`src/rtl/ex_div_seq_pkg.sv`:
```
// Shared encodings and constants for the EX-stage division sequencer.
package ex_div_seq_pkg;

  typedef enum logic [1:0] {
    DivFree   = 2'b00,
    DivByZero = 2'b01,
    DivOn     = 2'b10,
    DivEnd    = 2'b11
  } div_state_e;

  localparam logic DivStart          = 1'b1;
  localparam logic DivStop           = 1'b0;
  localparam logic DivResultReady    = 1'b1;
  localparam logic DivResultNotReady = 1'b0;

  localparam int unsigned DoubleRegBus = 64;
  localparam logic [31:0] ZeroWord     = 32'h0000_0000;

endpackage

```
`src/rtl/ex_div_seq_div_step.sv`:
```
// One restoring-division iteration over the {partial remainder, dividend shift} register.
module ex_div_seq_div_step #(
  parameter int unsigned DATA_W = 32
) (
  input  logic [2*DATA_W:0]  work,
  input  logic [DATA_W-1:0]  divisor,
  output logic [2*DATA_W:0]  work_next
);

  logic [DATA_W:0]   part_rem;
  logic              fits;
  logic [DATA_W-1:0] diff;

  // The difference always fits in DATA_W bits when the divisor fits.
  assign part_rem = work[2*DATA_W:DATA_W];
  assign fits     = part_rem >= {1'b0, divisor};
  assign diff     = part_rem[DATA_W-1:0] - divisor;

  always_comb begin
    if (fits) begin
      work_next = {diff, work[DATA_W-1:0], 1'b1};
    end else begin
      work_next = {work[2*DATA_W-1:0], 1'b0};
    end
  end

endmodule

```
`src/rtl/ex_div_seq.sv`:
```
// Multi-cycle DIV/DIVU sequencer for EX; result is {remainder, quotient}.
// Define DIV_SIGNED_EN to honour signed_i (magnitude + sign fix-up logic).
module ex_div_seq
  import ex_div_seq_pkg::*;
#(
  parameter int unsigned DATA_W = 32,
  parameter int unsigned CNT_W  = 6
) (
  input  logic                  clk,
  input  logic                  rst,
  input  logic                  start_i,
  input  logic                  annul_i,
  input  logic                  signed_i,
  input  logic [DATA_W-1:0]     dividend_i,
  input  logic [DATA_W-1:0]     divisor_i,
  output logic [2*DATA_W-1:0]   result_o,
  output logic                  ready_o,
  output logic                  stallreq_o
);

  localparam logic [CNT_W-1:0] LastCnt = CNT_W'(DATA_W - 1);

  div_state_e          state_q, state_d;
  logic [CNT_W-1:0]    cnt_q, cnt_d;
  logic [2*DATA_W:0]   work_q, work_d, step_work;
  logic [DATA_W-1:0]   divisor_q, divisor_d;
  logic [2*DATA_W-1:0] result_q, result_d;
  logic                ready_q, ready_d;

  logic [DATA_W-1:0]   a_mag, b_mag, quo_fix, rem_fix;

  ex_div_seq_div_step #(
    .DATA_W (DATA_W)
  ) u_div_step (
    .work      (work_q),
    .divisor   (divisor_q),
    .work_next (step_work)
  );

`ifdef DIV_SIGNED_EN
  logic quo_neg_q, quo_neg_d, rem_neg_q, rem_neg_d;
  logic a_neg, b_neg;

  assign a_neg   = signed_i & dividend_i[DATA_W-1];
  assign b_neg   = signed_i & divisor_i[DATA_W-1];
  assign a_mag   = a_neg ? (~dividend_i + 1'b1) : dividend_i;
  assign b_mag   = b_neg ? (~divisor_i + 1'b1) : divisor_i;
  assign quo_fix = quo_neg_q ? (~step_work[DATA_W-1:0] + 1'b1) : step_work[DATA_W-1:0];
  assign rem_fix = rem_neg_q ? (~step_work[2*DATA_W:DATA_W+1] + 1'b1)
                             : step_work[2*DATA_W:DATA_W+1];
`else
  logic sign_unused;

  assign sign_unused = signed_i;
  assign a_mag       = dividend_i;
  assign b_mag       = divisor_i;
  assign quo_fix     = step_work[DATA_W-1:0];
  assign rem_fix     = step_work[2*DATA_W:DATA_W+1];
`endif

  assign stallreq_o = start_i & ~ready_q & ~annul_i;
  assign result_o   = result_q;
  assign ready_o    = ready_q;

  always_comb begin
    state_d   = state_q;
    cnt_d     = cnt_q;
    work_d    = work_q;
    divisor_d = divisor_q;
    result_d  = result_q;
    ready_d   = ready_q;
`ifdef DIV_SIGNED_EN
    quo_neg_d = quo_neg_q;
    rem_neg_d = rem_neg_q;
`endif
    if (state_q != DivFree && annul_i) begin
      state_d  = DivFree;
      result_d = '0;
      ready_d  = DivResultNotReady;
    end else begin
      unique case (state_q)
        DivFree: begin
          if (start_i == DivStart && !annul_i) begin
            if (divisor_i == '0) begin
              state_d = DivByZero;
            end else begin
              state_d   = DivOn;
              cnt_d     = '0;
              work_d    = {{DATA_W{1'b0}}, a_mag, 1'b0};
              divisor_d = b_mag;
`ifdef DIV_SIGNED_EN
              quo_neg_d = a_neg ^ b_neg;
              rem_neg_d = a_neg;
`endif
            end
          end
        end
        DivByZero: begin
          state_d  = DivEnd;
          result_d = '0;
          ready_d  = DivResultReady;
        end
        DivOn: begin
          work_d = step_work;
          cnt_d  = cnt_q + 1'b1;
          if (cnt_q == LastCnt) begin
            state_d  = DivEnd;
            result_d = {rem_fix, quo_fix};
            ready_d  = DivResultReady;
          end
        end
        DivEnd: begin
          if (start_i == DivStop) begin
            state_d  = DivFree;
            result_d = '0;
            ready_d  = DivResultNotReady;
          end
        end
      endcase
    end
  end

  always_ff @(posedge clk) begin
    if (rst) begin
      state_q   <= DivFree;
      cnt_q     <= '0;
      work_q    <= '0;
      divisor_q <= '0;
      result_q  <= '0;
      ready_q   <= DivResultNotReady;
`ifdef DIV_SIGNED_EN
      quo_neg_q <= 1'b0;
      rem_neg_q <= 1'b0;
`endif
    end else begin
      state_q   <= state_d;
      cnt_q     <= cnt_d;
      work_q    <= work_d;
      divisor_q <= divisor_d;
      result_q  <= result_d;
      ready_q   <= ready_d;
`ifdef DIV_SIGNED_EN
      quo_neg_q <= quo_neg_d;
      rem_neg_q <= rem_neg_d;
`endif
    end
  end

endmodule

```
`config.mk`:
```
export PLATFORM = sky130hd
export DESIGN_NAME = ex_div_seq
export DESIGN_NICKNAME = d
export VERILOG_FILES = /design/src/rtl/ex_div_seq_pkg.sv /design/src/rtl/ex_div_seq_div_step.sv /design/src/rtl/ex_div_seq.sv
export SDC_FILE = /design/constraint.sdc
export NUM_CORES = 1
export LEC_CHECK = 0
export ABC_CLOCK_PERIOD_IN_PS = 3300
export BUFFER_PORTS_ARGS = -buffer_cell sky130_fd_sc_hd__clkbuf_2
export CAP_MARGIN = 20
export CORE_UTILIZATION = 45
export DETAILED_ROUTE_END_ITERATION = 8
export GPL_TIMING_DRIVEN = 0
export PLACE_DENSITY_LB_ADDON = 0.25
export SLEW_MARGIN = 10
export SYNTH_ARGS = -nofsm -noshare
export SYNTH_HDL_FRONTEND = slang
export SYNTH_SLANG_ARGS = --single-unit
```
`constraint.sdc`:
```
create_clock -name clk -period 3.3 [get_ports clk]
set_input_delay 0.33 -clock clk [delete_from_list [all_inputs] [get_ports clk]]
set_output_delay 0.33 -clock clk [all_outputs]
set_load 0.01 [all_outputs]
```
# After elaboration in Yosys (flattened, before gate mapping)
# Index checks and enable logic that the tools add are counted.
# W data, S select, Z words.
[word_totals] register_bits=170 latch_bits=0 inputBits=69 mem_count=0 mem_bits_ro=0 ramBits=0
[classes] n_div=0 bitwise_logic=6 eq_ne=8 reduce_logical=13 n_mul=0 mux=18 magnitude_cmp=1 shifts=0 add_sub_neg=2
[ops] cell="$mux W65" n=3
[ops] cell="$pmux W64 S3" n=1
[ops] cell="$pmux W65 S2" n=1
[ops] cell="$mux W64" n=2
[ops] cell="$ge A33 B32 Y1" n=1
[ops] cell="$logic_not A32 Y1" n=1
[ops] cell="$sub A32 B32 Y32" n=1
[ops] cell="$mux W6" n=2
[ops] cell="$pmux W6 S2" n=1
[ops] cell="$mux W2" n=4
[ops] cell="$ne A2 B2 Y1 const B" n=4
[ops] cell="$pmux W2 S4" n=1
[ops] cell="$reduce_and A4 Y1" n=2
[ops] cell="$add A6 B1 Y6 const B" n=1
[ops] cell="$eq A6 B5 Y1 const B" n=1
[ops] cell="$reduce_and A3 Y1" n=2
[ops] cell="$eq A2 B2 Y1 const B" n=2
[ops] cell="$not A1 Y1" n=4
[ops] cell="$reduce_bool A2 Y1" n=2
[ops] cell="$pmux W1 S3" n=1
[ops] cell="$reduce_bool A3 Y1" n=1
[ops] cell="$and A1 B1 Y1" n=2
[ops] cell="$eq A2 B1 Y1 const B" n=1
[ops] cell="$logic_and A1 B1 Y1" n=2
[ops] cell="4 further kinds" n=5

# Longest topological paths before layout
[logic_depth] depth_word=4 ltp_mapped=13 ltp_nobuf=12

# By module
# A second synthesis with hierarchy kept.
[hier_totals] cells_unflattened=1209 hier_area_um2=9997.1
[modules_own_cells] module="ex_div_seq" area_per_inst_um2=7418.4 instances=1 seq_area_each_um2=3403.3 cells_per_inst=853
[modules_own_cells] module="ex_div_seq_div_step" area_per_inst_um2=2578.7 instances=1 seq_area_each_um2=0.0 cells_per_inst=356

# Worst setup path before layout
# OpenSTA, ideal clock, no wires.
[synth_path] path_kind="register -> register" start="register work_q[32]" end="register result_q[58] (netlist: result_o[58])" synth_period_minus_slack_ps=2583 arrival_time_ps=2459 path_slack_ps=717 path_stages_with_launch=13 cell_sequence="dfxtp_1 inv_1 ha_1 fa_1 nor2b_1 o21bai_1 a31o_2 a21oi_2 a41oi_1 o311ai_1 xor2_1 mux2i_1 o21ai_1"
[synth_between] elab_chain_len=4 word_cells_on_any_way=5 classes_between="add/sub: 1; order compare: 1; mux: 3"
[synth_lines] item="from (decl)" line="ex_div_seq.sv:25" rtl="logic [2*DATA_W:0] work_q, work_d, step_work;"
[synth_lines] item="from (signal assigned)" line="ex_div_seq.sv:138" rtl="work_q <= work_d;"
[synth_lines] item="$sub A32 B32 Y32 / $ge A33 B32 Y1 (equally long branches)" line="ex_div_seq_div_step.sv:17, ex_div_seq_div_step.sv:16"
[synth_lines] item="$mux W65 (*)" line="ex_div_seq_div_step.sv:20" rtl="if (fits) begin"
[synth_lines] item="$mux W64 (*)" line="ex_div_seq.sv:106" rtl="if (cnt_q == LastCnt) begin"
[synth_lines] item="$pmux W64 S3 (*)" line="ex_div_seq.sv:81" rtl="unique case (state_q)"
[synth_lines] item="to (signal assigned)" line="ex_div_seq.sv:140" rtl="result_q <= result_d;"
[synth_lines] item="to (decl)" line="ex_div_seq.sv:27" rtl="logic [2*DATA_W-1:0] result_q, result_d;"
# Every way passes the cells marked *; elsewhere a longest branch is shown, timed or not. The select of a mux whose other input is x is not followed.
# A chain may end at the register's enable or synchronous reset.

# Final worst setup path
[layout_path] start="register divisor_q[25]" end="register work_q[47]"
[layout_between] elab_chain_len=3
[layout_lines] item="from (decl)" line="ex_div_seq.sv:26" rtl="logic [DATA_W-1:0] divisor_q, divisor_d;"
[layout_lines] item="from (signal assigned)" line="ex_div_seq.sv:139" rtl="divisor_q <= divisor_d;"
[layout_lines] item="$ge A33 B32 Y1" line="ex_div_seq_div_step.sv:16" rtl="assign fits = part_rem >= {1'b0, divisor};"
[layout_lines] item="$mux W65" line="ex_div_seq_div_step.sv:20"
[layout_lines] item="$pmux W65 S2" line="ex_div_seq.sv:81"
# No other way between the ends.

==> results.yml <==
route:
  vias_per_cell: 5.636
  vias: 8352
  drt_first_pass_iters: 6
  ant_nets: 0
  drcViolationCount: 0
  wl_um: 26210
  drt-initial-drc-count: 720
  drt-wirelength-per-cell_um: 17.69
layout:
  diodes: 0
  final_cell_area_sq_um: 10390
  multi_input_area_sq_um: 4886
  fin_nets: 1315
  final_cell_mix: "dfxtp_1 (170), clkbuf_2 (137), nand2_1 (117)"
  drive_gt1_share_pct: 16.28
  fill_cells: 1821
  layout_commonest_cell: "dfxtp_1"
  area_delta_synth_final_pct: 18.73
  register_area_sq_um: 3403
power_and_ir_drop:
  power_density_nw_per_um2: 818.6
  finalPower_mw: 8.505
  p_leak_nw: 4.279
  peakVddDrop_v: 0.0005203
global_route:
  gr-usage-met1_pct: 36.59
  grt_max_degree: 20
  grt_pass1_wl_um: 41170
  grt_pass1_vias: 7608
  grt_overflow: 0
  met2_usage_pct: 42.00
  grt_antenna_before_repair: 0
  globalRouteTotalUtil_pct: 26.82
  use_met3_pct: 4.320
  top_usage_layer: "met2"
min_path:
  hold_end: "divisor_q[30]$_SDFFE_PP0P_"
  whs_path_depth: 3
  hp-class: "in -> reg"
  worstHoldStart: "divisor_i[30]"
worst_setup_path:
  worstSetupStartpointType: "flop"
  crit_fanout: 10
  critical_path_class: "reg -> reg"
  reg2reg_to: "work_q[47]$_SDFFE_PP0P_"
  ff2ff_path_depth: 11
  r2r_start: "divisor_q[25]$_SDFFE_PP0P_"
  arrival_ns: 3.39
  end_kind: "flop"
  reg2reg_slack_ns: 0.22
  required_ns: 3.61
synth:
  synthCells: 1056
  syn_area_per_cell_sq_um: 8.286
  yosysWarnings: 0
  yosys.cell_types.count: 63
  synth_edf_count: 0
  syn_area_sq_um: 8750
  ys_seq_area_share_pct: 38.90
  synth_fp_nets: 1162
  synth_flop_cell: "dfxtp_1"
  async_reset_ff_share_pct: 0
  ys_ff_latch: 170
floorplanning:
  io_pins: 135
  coreArea_sq_um: 18890
  die_x_um: 141.4
  die_area_sq_um: 20010
  die_y_um: 141.4
  initial_utilization_pct: 46.31
  rows: 50
clock_tree:
  cts_tree: "built"
  clkSinkCount: 170
  clk-insertion-delay-late_ns: 0.45
  clock_path_buffers: 2
  cts.clk_slew.worst_paths_ns: 0.07
  root_buffer: "clkbuf_16"
  cts_max_level: 4
  numCtsBuffers: 17
sta:
  slew_headroom_pct: 23.70
  finalCritPeriodShare_pct: 93.21
  finalHoldViolCount: 0
  fin_skew_ns: 0.01602
  timing.fmax_ghz: 0.3251
  setup_viol: 0
  tightest_slew_ns: 1.136
  fin_crit_ns: 3.076
  rsz0062_at_grt: "false"
  slew_viol_final: 0
status:
  status: "completed"
placement:
  postPlaceCellArea_sq_um: 9741
  place_congestion: 0.9379
  hpwl_um: 20090
  port_buffers: 133
flow_run:
  drv_cap: 0
## per-layer routing
layer / share of wire, % / wire length (um)
met1: 46 / 12190
met3: 5.5 / 1449
met4: 2.8 / 741
met5: 0 / 0
met2: 45 / 11830
## area by class of cell
class / instances / share of cell area (%)
timing repair buffer: 134 / 6.480
inverter: 44 / 1.590
clock inverter: 15 / 1.927
buffer: 69 / 2.987
sequential: 170 / 32.76
tap: 260 / 3.131
clock buffer: 17 / 4.095
multi-input combinational: 773 / 47.03
## repair_timing
action,4_1_cts,5_1_grt
setup buffers,0,1
resized for setup,0,7
endpoints found under the setup margin,0,28
hold buffers,0,0
## registers in the layout, indices dropped and copies added (netlist names)
name / cells
work_q: 65
result_o: 64
divisor_q: 32
cnt_q: 6
state_q: 2
ready_o: 1
## where the power goes
| group | switching, mW | leakage [nW] | internal (mW) |
|---|---|---|---|
| Combinational | 2.56 | 2.60 | 1.42 |
| Sequential | 0.168 | 1.38 | 2.27 |
| Clock | 0.991 | 0.301 | 1.10 |
## synthesized netlist by cell type, types with 12 or more instances
library cell    n  area (sq um)
nor3_1         18         90.09
nand4_1        43         269.0
ha_1           36         450.4
mux2i_1        80         800.8
nand3_1        53         265.3
a31oi_1        27         168.9
xnor2_1        19         166.4
nor2_1        103         386.6
nand2_1       117         439.2
a21oi_1        76         380.4
xor2_1         13         113.9
a211oi_1       36         270.3
a21o_1         12         90.09
clkbuf_1       48         180.2
inv_1          43         161.4
dfxtp_1       170          3403
o21ai_0        44         220.2
## stage by stage
step                TNS [ns]  setup WS [ns]  hold WS, ns  util, %  std cells
floorplan                  0         0.7170       0.4464        -       1056
global placement    -0.01654       -0.01654       0.4331    51.56       1449
detailed placement   -0.2195       -0.04218       0.4408    51.56       1449
CTS                        0         0.1178       0.1272    54.87       1481
global route               0        0.01128       0.1425    54.99       1482
finish                     0         0.2240       0.1345    54.99       1482
## cell families (layout without fill, tap and decap cells)
kind of cell,after synthesis,after routing,synth area share (%)
and+or+nand+nor,368,368,19.29
adders and majority gates,37,37,5.377
xor gates and xnor gates,32,32,3.203
muxes,81,81,9.281
buffers and inverters,113,279,5.391
AOI/OAI and AO/OA,255,255,18.56
DFF,170,170,38.90
## critical path: stages, from the launching register on
cell     delay [ns]
dfxtp_1        0.33
inv_1          0.07
ha_1           0.44
nand4_1        0.23
or4_1          0.60
o21ai_1        0.17
nor2_2         0.08
a21oi_4        0.27
nor2_1         0.08
buf_2          0.21
a21oi_1        0.35
o21ai_0        0.11
## worst max path at each step
stage | startpoint | end | slack (ns)
floorplan | work_q[32]$_SDFFE_PP0P_ | result_o[58]$_SDFFE_PP0P_ | 0.72
global placement | divisor_i[22] | work_q[62]$_SDFFE_PP0P_ | -0.02
detailed placement | divisor_i[22] | work_q[62]$_SDFFE_PP0P_ | -0.04
CTS | work_q[32]$_SDFFE_PP0P_ | work_q[63]$_SDFFE_PP0P_ | 0.12
global route | state_q[1]$_SDFFE_PP0P_ | work_q[45]$_SDFFE_PP0P_ | 0.01
finish | divisor_q[25]$_SDFFE_PP0P_ | work_q[47]$_SDFFE_PP0P_ | 0.22
No activity file was read; power rests on OpenSTA's default activity.
